## src/rtl/audio_ram_arbiter_pkg.sv

```systemverilog
// Shared types and default widths for the audio DRAM arbiter slice.
package audio_ram_pkg;

  localparam int AW_DEF = 22;
  localparam int DW_DEF = 16;

  typedef enum logic [1:0] {
    IDLE      = 2'd0,
    WRITE     = 2'd1,
    READ_CMD  = 2'd2,
    READ_DATA = 2'd3
  } arb_state_t;

  typedef enum logic {
    GR_WR = 1'b0,
    GR_RD = 1'b1
  } grant_t;

endpackage

```

## src/rtl/audio_ram_arbiter_if.sv

```systemverilog
// Requester handshakes plus the DRAM command port; i_/o_ prefixes are from the arbiter's view.
interface audio_ram_arbiter_if
  import audio_ram_pkg::*;
#(
  parameter int AW = AW_DEF,
  parameter int DW = DW_DEF
);

  logic          i_wr_req;
  logic [AW-1:0] i_wr_addr;
  logic [DW-1:0] i_wr_data;
  logic          o_wr_ack;

  logic          i_rd_req;
  logic [AW-1:0] i_rd_addr;
  logic [DW-1:0] o_rd_data;
  logic          o_rd_ack;
  logic          o_rd_err;

  logic [AW-1:0] o_ram_addr;
  logic [DW-1:0] o_ram_data_in;
  logic          o_ram_read;
  logic          o_ram_write;
  logic [DW-1:0] i_ram_data_out;
  logic          i_ram_valid;
  logic          i_ram_waitrq;

  modport slave (
    input  i_wr_req, i_wr_addr, i_wr_data,
    input  i_rd_req, i_rd_addr,
    input  i_ram_data_out, i_ram_valid, i_ram_waitrq,
    output o_wr_ack, o_rd_data, o_rd_ack, o_rd_err,
    output o_ram_addr, o_ram_data_in, o_ram_read, o_ram_write
  );

  modport master (
    output i_wr_req, i_wr_addr, i_wr_data,
    output i_rd_req, i_rd_addr,
    output i_ram_data_out, i_ram_valid, i_ram_waitrq,
    input  o_wr_ack, o_rd_data, o_rd_ack, o_rd_err,
    input  o_ram_addr, o_ram_data_in, o_ram_read, o_ram_write
  );

endinterface

```

## src/rtl/audio_ram_arbiter_rr.sv

```systemverilog
// Two-way round-robin pick: a lone eligible requester wins, a tie goes to the one not granted last.
module ram_rr_arbiter
  import audio_ram_pkg::*;
(
  input  logic   i_wr_elig,
  input  logic   i_rd_elig,
  input  grant_t i_last_grant,
  output logic   o_grant_valid,
  output grant_t o_grant_id
);

  always_comb begin
    // NOTE: every output gets a value before any branch, so no path can infer a latch.
    o_grant_valid = i_wr_elig | i_rd_elig;
    o_grant_id    = GR_WR;
    if (i_wr_elig && i_rd_elig) begin
      if (i_last_grant == GR_WR) o_grant_id = GR_RD;
    end else if (i_rd_elig) begin
      o_grant_id = GR_RD;
    end
  end

endmodule

```

## src/rtl/audio_ram_arbiter.sv

```systemverilog
// Shares one audio DRAM port between the record (write) and playback (read) paths,
// one transaction in flight, with a saturating read-data timeout.
module audio_ram_arbiter
  import audio_ram_pkg::*;
#(
  parameter int AW      = AW_DEF,
  parameter int DW      = DW_DEF,
  parameter int RD_TOUT = 255
) (
  input logic                clock,
  input logic                reset,
  audio_ram_arbiter_if.slave bus
);

  localparam int            CW        = $clog2(RD_TOUT + 1);
  localparam logic [CW-1:0] TOUT_LAST = CW'(RD_TOUT - 1);
  localparam logic [CW-1:0] CNT_MAX   = CW'(RD_TOUT);

  arb_state_t    r_state;
  grant_t        r_last_grant;
  logic [CW-1:0] r_cnt;
  logic [AW-1:0] r_ram_addr;
  logic [DW-1:0] r_ram_data_in;
  logic [DW-1:0] r_rd_data;
  logic          r_wr_ack;
  logic          r_rd_ack;
  logic          r_rd_err;

  logic   w_wr_elig;
  logic   w_rd_elig;
  logic   w_grant_valid;
  grant_t w_grant_id;

  // A requester still holding req during its own ack cycle is not asking again.
  assign w_wr_elig = bus.i_wr_req & ~r_wr_ack;
  assign w_rd_elig = bus.i_rd_req & ~r_rd_ack;

  ram_rr_arbiter u_rr (
    .i_wr_elig     (w_wr_elig),
    .i_rd_elig     (w_rd_elig),
    .i_last_grant  (r_last_grant),
    .o_grant_valid (w_grant_valid),
    .o_grant_id    (w_grant_id)
  );

  always_ff @(posedge clock) begin
    // NOTE: state is updated with non-blocking assignments so every branch sees pre-edge values.
    if (reset) begin
      r_state       <= IDLE;
      r_last_grant  <= GR_RD;
      r_cnt         <= '0;
      r_ram_addr    <= '0;
      r_ram_data_in <= '0;
      r_rd_data     <= '0;
      r_wr_ack      <= 1'b0;
      r_rd_ack      <= 1'b0;
      r_rd_err      <= 1'b0;
    end else begin
      r_wr_ack <= 1'b0;
      r_rd_ack <= 1'b0;
      case (r_state)
        IDLE: begin
          if (w_grant_valid) begin
            r_last_grant <= w_grant_id;
            if (w_grant_id == GR_WR) begin
              r_ram_addr    <= bus.i_wr_addr;
              r_ram_data_in <= bus.i_wr_data;
              r_state       <= WRITE;
            end else begin
              r_ram_addr <= bus.i_rd_addr;
              r_state    <= READ_CMD;
            end
          end
        end
        WRITE: begin
          if (!bus.i_ram_waitrq) begin
            r_wr_ack <= 1'b1;
            r_state  <= IDLE;
          end
        end
        READ_CMD: begin
          if (!bus.i_ram_waitrq) begin
            r_cnt <= '0;
            if (bus.i_ram_valid) begin
              r_rd_data <= bus.i_ram_data_out;
              r_rd_ack  <= 1'b1;
              r_state   <= IDLE;
            end else begin
              r_state <= READ_DATA;
            end
          end
        end
        READ_DATA: begin
          if (r_cnt != CNT_MAX) r_cnt <= r_cnt + 1'b1;
          if (bus.i_ram_valid) begin
            r_rd_data <= bus.i_ram_data_out;
            r_rd_ack  <= 1'b1;
            r_state   <= IDLE;
          end else if (r_cnt == TOUT_LAST) begin
            // RD_TOUT cycles waited with no data: return zero and flag it for good.
            r_rd_data <= '0;
            r_rd_err  <= 1'b1;
            r_rd_ack  <= 1'b1;
            r_state   <= IDLE;
          end
        end
        default: r_state <= IDLE;
      endcase
    end
  end

  assign bus.o_ram_write   = (r_state == WRITE);
  assign bus.o_ram_read    = (r_state == READ_CMD);
  assign bus.o_ram_addr    = r_ram_addr;
  assign bus.o_ram_data_in = r_ram_data_in;
  assign bus.o_wr_ack      = r_wr_ack;
  assign bus.o_rd_ack      = r_rd_ack;
  assign bus.o_rd_data     = r_rd_data;
  assign bus.o_rd_err      = r_rd_err;

endmodule

```

## src/flat_wrapper.sv

```systemverilog
// flat-port wrapper written by rule: the top's interface ports become plain ports
module audio_ram_arbiter_flat import audio_ram_pkg::*;
#(
  parameter int AW      = AW_DEF,
  parameter int DW      = DW_DEF,
  parameter int RD_TOUT = 255
)
  (clock, reset, bus_i_wr_req, bus_i_wr_addr, bus_i_wr_data, bus_i_rd_req, bus_i_rd_addr, bus_i_ram_data_out, bus_i_ram_valid, bus_i_ram_waitrq, bus_o_wr_ack, bus_o_rd_data, bus_o_rd_ack, bus_o_rd_err, bus_o_ram_addr, bus_o_ram_data_in, bus_o_ram_read, bus_o_ram_write);
  audio_ram_arbiter_if #(.AW(AW), .DW(DW)) bus_i ();
  input logic clock;
  input logic reset;
  input wire logic [$bits(bus_i.i_wr_req)-1:0] bus_i_wr_req;
  input wire logic [$bits(bus_i.i_wr_addr)-1:0] bus_i_wr_addr;
  input wire logic [$bits(bus_i.i_wr_data)-1:0] bus_i_wr_data;
  input wire logic [$bits(bus_i.i_rd_req)-1:0] bus_i_rd_req;
  input wire logic [$bits(bus_i.i_rd_addr)-1:0] bus_i_rd_addr;
  input wire logic [$bits(bus_i.i_ram_data_out)-1:0] bus_i_ram_data_out;
  input wire logic [$bits(bus_i.i_ram_valid)-1:0] bus_i_ram_valid;
  input wire logic [$bits(bus_i.i_ram_waitrq)-1:0] bus_i_ram_waitrq;
  output wire logic [$bits(bus_i.o_wr_ack)-1:0] bus_o_wr_ack;
  output wire logic [$bits(bus_i.o_rd_data)-1:0] bus_o_rd_data;
  output wire logic [$bits(bus_i.o_rd_ack)-1:0] bus_o_rd_ack;
  output wire logic [$bits(bus_i.o_rd_err)-1:0] bus_o_rd_err;
  output wire logic [$bits(bus_i.o_ram_addr)-1:0] bus_o_ram_addr;
  output wire logic [$bits(bus_i.o_ram_data_in)-1:0] bus_o_ram_data_in;
  output wire logic [$bits(bus_i.o_ram_read)-1:0] bus_o_ram_read;
  output wire logic [$bits(bus_i.o_ram_write)-1:0] bus_o_ram_write;
  assign bus_i.i_wr_req = bus_i_wr_req;
  assign bus_i.i_wr_addr = bus_i_wr_addr;
  assign bus_i.i_wr_data = bus_i_wr_data;
  assign bus_i.i_rd_req = bus_i_rd_req;
  assign bus_i.i_rd_addr = bus_i_rd_addr;
  assign bus_i.i_ram_data_out = bus_i_ram_data_out;
  assign bus_i.i_ram_valid = bus_i_ram_valid;
  assign bus_i.i_ram_waitrq = bus_i_ram_waitrq;
  assign bus_o_wr_ack = bus_i.o_wr_ack;
  assign bus_o_rd_data = bus_i.o_rd_data;
  assign bus_o_rd_ack = bus_i.o_rd_ack;
  assign bus_o_rd_err = bus_i.o_rd_err;
  assign bus_o_ram_addr = bus_i.o_ram_addr;
  assign bus_o_ram_data_in = bus_i.o_ram_data_in;
  assign bus_o_ram_read = bus_i.o_ram_read;
  assign bus_o_ram_write = bus_i.o_ram_write;
  audio_ram_arbiter #(.AW(AW), .DW(DW), .RD_TOUT(RD_TOUT)) u_core (.clock(clock), .reset(reset), .bus(bus_i));
endmodule
```

## config.mk

```make
export PLATFORM = sky130hd
export DESIGN_NAME = audio_ram_arbiter_flat
export DESIGN_NICKNAME = d
export VERILOG_FILES = /design/src/rtl/audio_ram_arbiter_pkg.sv /design/src/rtl/audio_ram_arbiter_if.sv /design/src/rtl/audio_ram_arbiter_rr.sv /design/src/rtl/audio_ram_arbiter.sv /design/src/flat_wrapper.sv
export SDC_FILE = /design/constraint.sdc
export NUM_CORES = 1
export LEC_CHECK = 0
export BUFFER_PORTS_ARGS = -buffer_cell sky130_fd_sc_hd__buf_2
export CORE_ASPECT_RATIO = 1.1
export CORE_MARGIN = 3
export CORE_UTILIZATION = 45
export DETAILED_ROUTE_END_ITERATION = 8
export PLACE_DENSITY_LB_ADDON = 0.08
export SYNTH_ARGS = -nofsm -noshare
export SYNTH_HDL_FRONTEND = slang
export SYNTH_HIERARCHICAL = 1
export SYNTH_SLANG_ARGS = --single-unit
```

## constraint.sdc

```tcl
create_clock -name clock -period 2.4 [get_ports clock]
set_clock_uncertainty 0.15 [all_clocks]
set_input_delay 0.12 -clock clock [delete_from_list [all_inputs] [get_ports clock]]
set_output_delay 0.12 -clock clock [all_outputs]
set_load 0.005 [all_outputs]
```

Word-level counts from Yosys, hierarchy flattened
Cells that the tools add are included.

Memory bits (writable): 0. Word-level logic and storage cells: 65. Input bits: 82. Memory bits (read-only): 0. Bits in latches: 0. Register bits after elaboration: 68. Memories: 0.

Equal/unequal tests: 11. Shifts and indexed selects: 0. Multipliers: 0. Bitwise operators: 8. Reductions and logical operators: 10. Divide/modulo/power cells: 0. Add/subtract/negate cells: 1. Mux-type cells: 26. $lt $le $gt $ge: 0.

Operators by type and width (count): 16-bit two-way mux (4); 16-bit one-hot mux with 2 select lines (1); 22-bit two-way mux (1); 8-bit two-way mux (2); 8-bit one-hot mux with 2 select lines (1); 2-bit two-way mux (7); 3-bit AND reduction (3); 8-bit by 1-bit adder with 8-bit output, second input constant (1); 8-bit == test, second input constant (1); 1-bit two-way mux (8); 2-bit inequality test, second input constant (4); 8-bit inequality test, second input constant (1); 2-bit one-hot mux with 4 select lines (1); 4-bit AND reduction (2); 1-bit inverter (5); 2-bit == test, second input constant (2); 3-bit by 2-bit inequality test with 1-bit output, second input constant (1); 1-bit bitwise AND (2); 2-bit by 1-bit == test with 1-bit output, second input constant (1); 2-bit zero test (1); 2-bit by 1-bit inequality test with 1-bit output, second input constant (1); 1-bit one-hot mux with 2 select lines (1); 2-bit AND reduction (1); 2-bit nonzero test (1); other kinds (3) (3).

Depth between registers and ports, before layout
Gate-level depths: netlist of the first run.

Depth after elaboration: 7. Mapped depth: 9. Depth with buffers taken out: 6.

Hierarchy
Netlist of the first run, hierarchy kept.

Modules (own cells, without submodules): audio_ram_arbiter (sequential area each 1361.3 um^2, cells each 299, instances 1, area each 2845.2 um^2); ram_rr_arbiter (sequential area each 0.0 um^2, cells each 2, instances 1, area each 13.8 um^2).

Least setup slack after synthesis of the first run
Ideal clock, no wire load.

Path type: reg2reg. Start point: register u_core.r_rd_ack, in the netlist u_core/bus.o_rd_ack. End point: register u_core.r_ram_data_in[6], in the netlist u_core/bus.o_ram_data_in[6]. Cell stages (with the launch flop): 10. Path slack: 701 ps. Path buffers: 3. Arrival time: 1418 ps. Required time: 2119 ps. Cell sequence: dfxtp_1 -> nor2b_1 -> or2_1 -> nor3b_2 -> buf_4 -> and2b_1 -> buf_6 -> buf_6 -> nand2_1 -> a21oi_2.

RTL lines: start, declared (line audio_ram_arbiter.sv:26) `logic r_rd_ack;`; start signal, assigned (line audio_ram_arbiter.sv:56) `r_rd_ack <= 1'b0;`; start signal, assigned (line audio_ram_arbiter.sv:60) `r_rd_ack <= 1'b0;`; start signal, assigned (line audio_ram_arbiter.sv:86) `r_rd_ack <= 1'b1;`; 1-bit inverter (line audio_ram_arbiter.sv:36) `assign w_rd_elig = bus.i_rd_req & ~r_rd_ack;`; 1-bit bitwise AND (line audio_ram_arbiter.sv:36); named net u_core.w_rd_elig (line audio_ram_arbiter.sv:30) `logic w_rd_elig;`; 1-bit OR (line audio_ram_arbiter_rr.sv:14) `o_grant_valid = i_wr_elig | i_rd_elig;`; named net u_core.w_grant_valid (line audio_ram_arbiter.sv:31) `logic w_grant_valid;`; 3-bit AND reduction (no line); end signal, assigned (line audio_ram_arbiter.sv:67) `r_ram_data_in <= bus.i_wr_data;`; end, declared (line audio_ram_arbiter.sv:23) `logic [DW-1:0] r_ram_data_in;`.

The timed path passes the listed nets, and every way through them passes these cells. A chain may end at the register's enable or synchronous reset.

Final worst setup path of the first run
Start point: register u_core.r_rd_ack, in the netlist u_core/bus.o_rd_ack. End point: register u_core.r_ram_addr[20], in the netlist u_core/bus.o_ram_addr[20].

Word-level cells in the longest chain between the ends: 5.

RTL lines: 1-bit inverter * (line audio_ram_arbiter.sv:36); 1-bit bitwise AND * (line audio_ram_arbiter.sv:36); named net u_core.w_rd_elig (line audio_ram_arbiter.sv:30); 1-bit two-way mux or 1-bit logical AND (tied branches) (line audio_ram_arbiter_rr.sv:18, audio_ram_arbiter_rr.sv:16); 1-bit two-way mux * (line audio_ram_arbiter_rr.sv:16) `if (i_wr_elig && i_rd_elig) begin`; named net u_core.w_grant_id (line audio_ram_arbiter.sv:32) `grant_t w_grant_id;`; 22-bit two-way mux * (line audio_ram_arbiter.sv:65) `if (w_grant_id == GR_WR) begin`; end signal, assigned (line audio_ram_arbiter.sv:66) `r_ram_addr <= bus.i_wr_addr;`; end signal, assigned (line audio_ram_arbiter.sv:70) `r_ram_addr <= bus.i_rd_addr;`; end, declared (line audio_ram_arbiter.sv:22) `logic [AW-1:0] r_ram_addr;`.

Mark *: on every way through the listed nets, which the timed path passes. The rest lies on a longest branch.

==> impl_metrics.ini, run 1 <==
[clock_tree]
cts_tree = done
tritoncts.num_buffers = 9
ctsResizeCount = 0
cts_root_buf = clkbuf_8
clk_pin_slew_ns = 0.07
cts_hold_buffers = 65
cts.path.max_buffers = 2
clock_sinks = 68
cts_setup_buffers = 0
h-tree-depth = 3
clk_latency_ns = 0.32

[synth]
post-synth-top-count-cell = dfxtp_1
synthArstFlopShare = 0
syn_inst = 301
synth_top_cell_area_share = 0.476
ys_top_cells_by_area = dfxtp_1, mux2i_1, a211oi_1
synth_edf_count = 0
netlist_area_um2 = 2860
avgSynthCellArea_um2 = 9.50
yosys_warnings = 6
yosysSeqAreaShare = 0.476
synthTopCellsByCount = dfxtp_1, nand2_1, nor2_1
yosys.area.top_type = dfxtp_1
synth_fp_nets = 385
synth_ff_type = dfxtp_1
yosysUniqueCellTypes = 44
ys_seq_elements = 68

[placement]
hpwl_mm = 5.01
place_inst = 502
place_congestion = 0.801
dpl_cell_area_um2 = 3590
port_buffers = 140

[detailed_routing]
drt-wirelength-per-cell_um = 14.1
drt-total-wl_mm = 8.20
via_count = 2953
drt-pass1-iter-count = 4
drt-vias-per-instance = 5.07
drtIter0Drc = 125
drcViolationCount = 0
antenna_left = 0

[final_layout]
fill_cells = 410
final_nets = 585
layout-drive-gt1-share = 0.358
area_growth_pct = 57.9
fin_cells = 583
n_antenna_cell = 0
fin_area_um2 = 4520

[setup_path]
worstSetupStartpointType = flip-flop
reg2reg_to = u_core/bus.o_ram_addr[20]
r2r_start = u_core/bus.o_rd_ack
path_buf_inv = 2
worst_path_largest_cell_delay_ns = 0.57
crit_arrival_ns = 2.21
reg2reg_slack_ns = 0.27
cp-end-kind = flip-flop
path_cells = nor2b_1, a21boi_4, buf_4, mux2i_1, dlygate4sd3_1, a211oi_1
ff2ff_path_depth = 6
required_ns = 2.48
crit_path_top_delay_cell = dlygate4sd3_1
critPathKind = flip-flop to flip-flop
critPathTopFamily = buffers and inverters
worst-path-max-fanout = 14

[grt]
grt_remaining_overflow = 0
use_met3 = 0.0509
grtUsageMet2 = 0.386
grt.busiest_layer = met2
grt_pass1_vias = 2868
grt_max_degree = 45
antenna_found_initial = 0
grt_pass1_wl_mm = 12.8
grt_use_met1 = 0.259
track_usage = 0.225

[timing]
fmax_ghz = 0.470
min_period_ns = 2.13
setup_viol = 0
rsz0062_at_grt = no
drv_slew = 0
relSlewSlack = 0.579
min_period_over_period = 0.886
hold_viol = 0
setup_tns_ns = 0
max_slew.worst_pin.slew_ns = 0.632

[worst_hold_path]
min-delay-start = bus_i_rd_addr[11]
hold_end = u_core/bus.o_ram_addr[11]
hold_path_class = input pin to flip-flop
hold_path_depth = 3

[job]
cap_violations = 0

[status]
status = complete, no violations

[floorplanning]
dieArea_um2 = 7350
num_io_pins = 141
die_w_um = 82
die_y_um = 89.6
start_util = 0.480
rows = 29
core_um2 = 5950

[power]
powerDensity_nw_per_um2 = 711
p_leak_nw = 2.07
ir_worst_vdd_mv = 0.505
-- cells in the final DEF, fill, tap and decap left out, types with 3 or more instances in the layout --
| cell type | count |
|---|---|
| buf_2 | 140 |
| dfxtp_1 | 68 |
| dlygate4sd3_1 | 65 |
| nand2_1 | 37 |
| nor2_1 | 30 |
| a211oi_1 | 23 |
| mux2i_1 | 22 |
| a22o_1 | 16 |
| a21oi_1 | 11 |
| clkbuf_8 | 10 |
| a21oi_2 | 10 |
| nor2b_1 | 6 |
| nand3_1 | 6 |
| o21ai_0 | 6 |
| buf_4 | 6 |
| bufinv_16 | 4 |
| nand2b_1 | 3 |
-- layer usage --
layer | part of all wire | vias up
met3 | 0.063 | 21
met2 | 0.50 | 110
met1 | 0.41 | 1355
met4 | 0.029 | 0
li1 | - | 1467
met5 | 0 | -
-- how the worst max path moves through the flow --
| stage | start | to | slack (ns) | depth (start not counted) |
|---|---|---|---|---|
| 2_1_floorplan | u_core/bus.o_rd_ack | u_core/bus.o_ram_data_in[6] | 0.70 | 9 |
| 3_3_place_gp | u_core/bus.o_wr_ack | u_core/bus.o_ram_data_in[13] | 0.53 | 6 |
| 3_5_place_dp | u_core/bus.o_wr_ack | u_core/bus.o_ram_addr[5] | 0.48 | 6 |
| 4_1_cts | u_core/bus.o_rd_ack | u_core/bus.o_ram_addr[13] | 0.35 | 6 |
| 5_1_grt | u_core/bus.o_rd_ack | u_core/bus.o_ram_addr[18] | 0.14 | 6 |
| 6_report | u_core/bus.o_rd_ack | u_core/bus.o_ram_addr[20] | 0.27 | 6 |
-- flip-flops by register name, indices dropped and copies added, names as in the netlist --
signal                    flops
u_core/r_cnt                  8
u_core/r_last_grant           1
u_core/bus.o_rd_ack           1
u_core/bus.o_ram_addr        22
u_core/r_state                2
u_core/bus.o_wr_ack           1
u_core/bus.o_rd_data         16
u_core/bus.o_rd_err           1
u_core/bus.o_ram_data_in     16
-- through the flow --
| step | setup slack (ns) | utilization | hold WS, ns | power, W |
|---|---|---|---|---|
| 5_1_grt | 0.138 | 0.759 | 0.00665 | 0.00336 |
| 6_report | 0.275 | 0.759 | 0.00575 | 0.00321 |
| 4_1_cts | 0.346 | 0.759 | 0.000287 | 0.00323 |
| 3_3_place_gp | 0.530 | 0.604 | 0.190 | 0.00187 |
| 3_5_place_dp | 0.479 | 0.604 | 0.194 | 0.00188 |
| 2_1_floorplan | 0.701 | - | 0.0471 | 0.00167 |
-- tightest hold or removal path: cells and delay by family --
family,cells,cell delay (ns)
buffers and inverters,1,0.10
AO/OA/AOI/OAI,1,0.09
multiplexers,1,0.13
-- report_power, final --
group	switching, W	total [W]	internal (W)
registers	0.0000690	0.00130	0.00124
logic	0.000323	0.000662	0.000339
clock network	0.000420	0.00124	0.000824
-- logic make-up (layout without fill, tap and decap cells) --
| group | count (synthesis) | count (layout) | share of synthesized area |
|---|---|---|---|
| AO/OA/AOI/OAI | 79 | 79 | 0.209 |
| flip-flops | 68 | 68 | 0.476 |
| AND/OR/NAND/NOR | 102 | 102 | 0.171 |
| buffers and inverters | 25 | 230 | 0.0481 |
| XOR/XNOR | 2 | 2 | 0.00613 |
| adder cells (fa/ha/maj) | 2 | 2 | 0.00875 |
| multiplexers | 23 | 23 | 0.0810 |
-- final cells by class --
class | instances | area, um2 | area share
Inverter | 3 | 11.3 | 0.00249
Tap cell | 77 | 96.3 | 0.0213
Clock buffer | 10 | 138 | 0.0305
Multi-Input combinational cell | 208 | 1380 | 0.305
Clock inverter | 6 | 135 | 0.0299
Timing Repair Buffer | 211 | 1400 | 0.309
Sequential cell | 68 | 1360 | 0.301
(Power assumes the default switching activity.)
==> run 2, diff against run 1 <==
- CORE_ASPECT_RATIO: 1.1 -> unset
==> impl_metrics.ini, run 2 (synthesis gave the netlist of run 1 again) <==
[status]
status = complete, no violations

[setup_path]
ff2ff_path_depth = 6
path_cells = nor2b_1, a21boi_4, buf_4, mux2i_1, dlygate4sd3_1, a211oi_1
crit_arrival_ns = 2.32
worstSetupStartpointType = flip-flop
critPathKind = flip-flop to flip-flop
worst_path_largest_cell_delay_ns = 0.59
worst-path-max-fanout = 15
crit_path_top_delay_cell = dlygate4sd3_1
required_ns = 2.49
cp-end-kind = flip-flop

[timing]
min_period_over_period = 0.927
min_period_ns = 2.23
relSlewSlack = 0.520
setup_viol = 0
max_slew.worst_pin.slew_ns = 0.720
whs_ns = 0.0119
drv_slew = 0
fmax_ghz = 0.449
rsz0062_at_grt = no
setup_tns_ns = 0
hold_viol = 0

[final_layout]
n_antenna_cell = 0
area_growth_pct = 57.0
largest_reg_flops = 22
fill_cells = 455
layout_common_cells = buf_2, dlygate4sd3_1, dfxtp_1
fin_cells = 585
fin_area_um2 = 4490
final_common_cell = buf_2
final_nets = 589
layout-drive-gt1-share = 0.349

[clock_tree]
clk_latency_ns = 0.33
cts.path.max_buffers = 2
clock_sinks = 68
ctsResizeCount = 0
cts_setup_buffers = 0
tritoncts.num_buffers = 9
clk_pin_slew_ns = 0.07
h-tree-depth = 3
cts_root_buf = clkbuf_8
cts_tree = done

[placement]
dpl_cell_area_um2 = 3570
hpwl_mm = 4.93
place_inst = 498
place_congestion = 0.763
port_buffers = 140

[detailed_routing]
antenna_left = 0
drt-vias-per-instance = 4.96
drt-wirelength-per-cell_um = 13.8
drt-pass1-iter-count = 4
drtIter0Drc = 126
drcViolationCount = 0
via_count = 2899
drt-total-wl_mm = 8.09

[worst_hold_path]
hold_path_class = input pin to flip-flop
hold_path_depth = 3

[floorplanning]
rows = 28
die_y_um = 85.7
core_um2 = 6030
dieArea_um2 = 7350
start_util = 0.474
num_io_pins = 141
die_w_um = 85.7

[power]
p_leak_nw = 2.06
ir_worst_vdd_mv = 0.475
powerDensity_nw_per_um2 = 651

[grt]
track_usage = 0.220
grt_pass1_wl_mm = 12.8
grt_max_degree = 46
antenna_found_initial = 0
grt_remaining_overflow = 0
grt_pass1_vias = 2775

[job]
cap_violations = 0
## run 2: changes by cell type in the layout (fill, tap and decap cells not counted), sizes merged
cell | previous run | this run
clkinv | 0 | 2
dlygate4sd3 | 65 | 71
clkinvlp | 2 | 1
buf | 146 | 144
clkbuf | 10 | 12
bufinv | 4 | 1
## run 2: path summary, 6_finish.rpt
path	from	endpoint	slack [ns]
max	u_core/bus.o_rd_ack	u_core/bus.o_ram_addr[12]	0.17
max reg2reg	u_core/bus.o_rd_ack	u_core/bus.o_ram_addr[12]	0.17
min reg2reg	u_core/bus.o_ram_data_in[2]	u_core/bus.o_ram_data_in[2]	0.31
min	bus_i_rd_addr[3]	u_core/bus.o_ram_addr[3]	0.01
## run 2: what timing repair did
item | in CTS | in global routing
endpoints found under the hold margin | 53 | 0
hold buffers | 71 | 0
endpoints found under the setup margin | 0 | 0
## run 2: cell type report
cell class	count	area, um2	area share
clock buffers	12	155	0.0346
clock inverters	4	47.5	0.0106
inverters	3	11.3	0.00251
multi-input cells	208	1380	0.307
flip-flops and latches	68	1360	0.303
well taps	75	93.8	0.0209
repair buffers	215	1440	0.321
## run 2: metrics by stage
stage,util,total power (W),setup WS (ns)
detailed placement,0.593,0.00188,0.483
global route,0.745,0.00307,0.0825
floorplan,-,0.00167,0.701
CTS,0.745,0.00293,0.239
global placement,0.593,0.00187,0.526
finish,0.745,0.00292,0.175
## run 2: per-layer routing
metal,wire length [um],vias to the layer above,share of wire,global-route usage
met5,0,-,0,0
met1,3490,1298,0.43,0.276
li1,-,1483,-,-
met4,129,0,0.016,0.0806
met3,541,15,0.067,0.0644
met2,3930,103,0.49,0.360
## run 2: worst max-delay path: cells and delay by family (launching register included)
family | cells | cell delay (ns)
compound gates | 2 | 0.49
simple gates | 1 | 0.16
mux | 1 | 0.13
buf+inv | 2 | 0.88
flops | 1 | 0.32
## run 2: power breakdown
part	internal (W)	total (W)	switching, W
combinational	0.000348	0.000671	0.000324
clock	0.000533	0.000945	0.000411
sequential	0.00124	0.00130	0.0000681
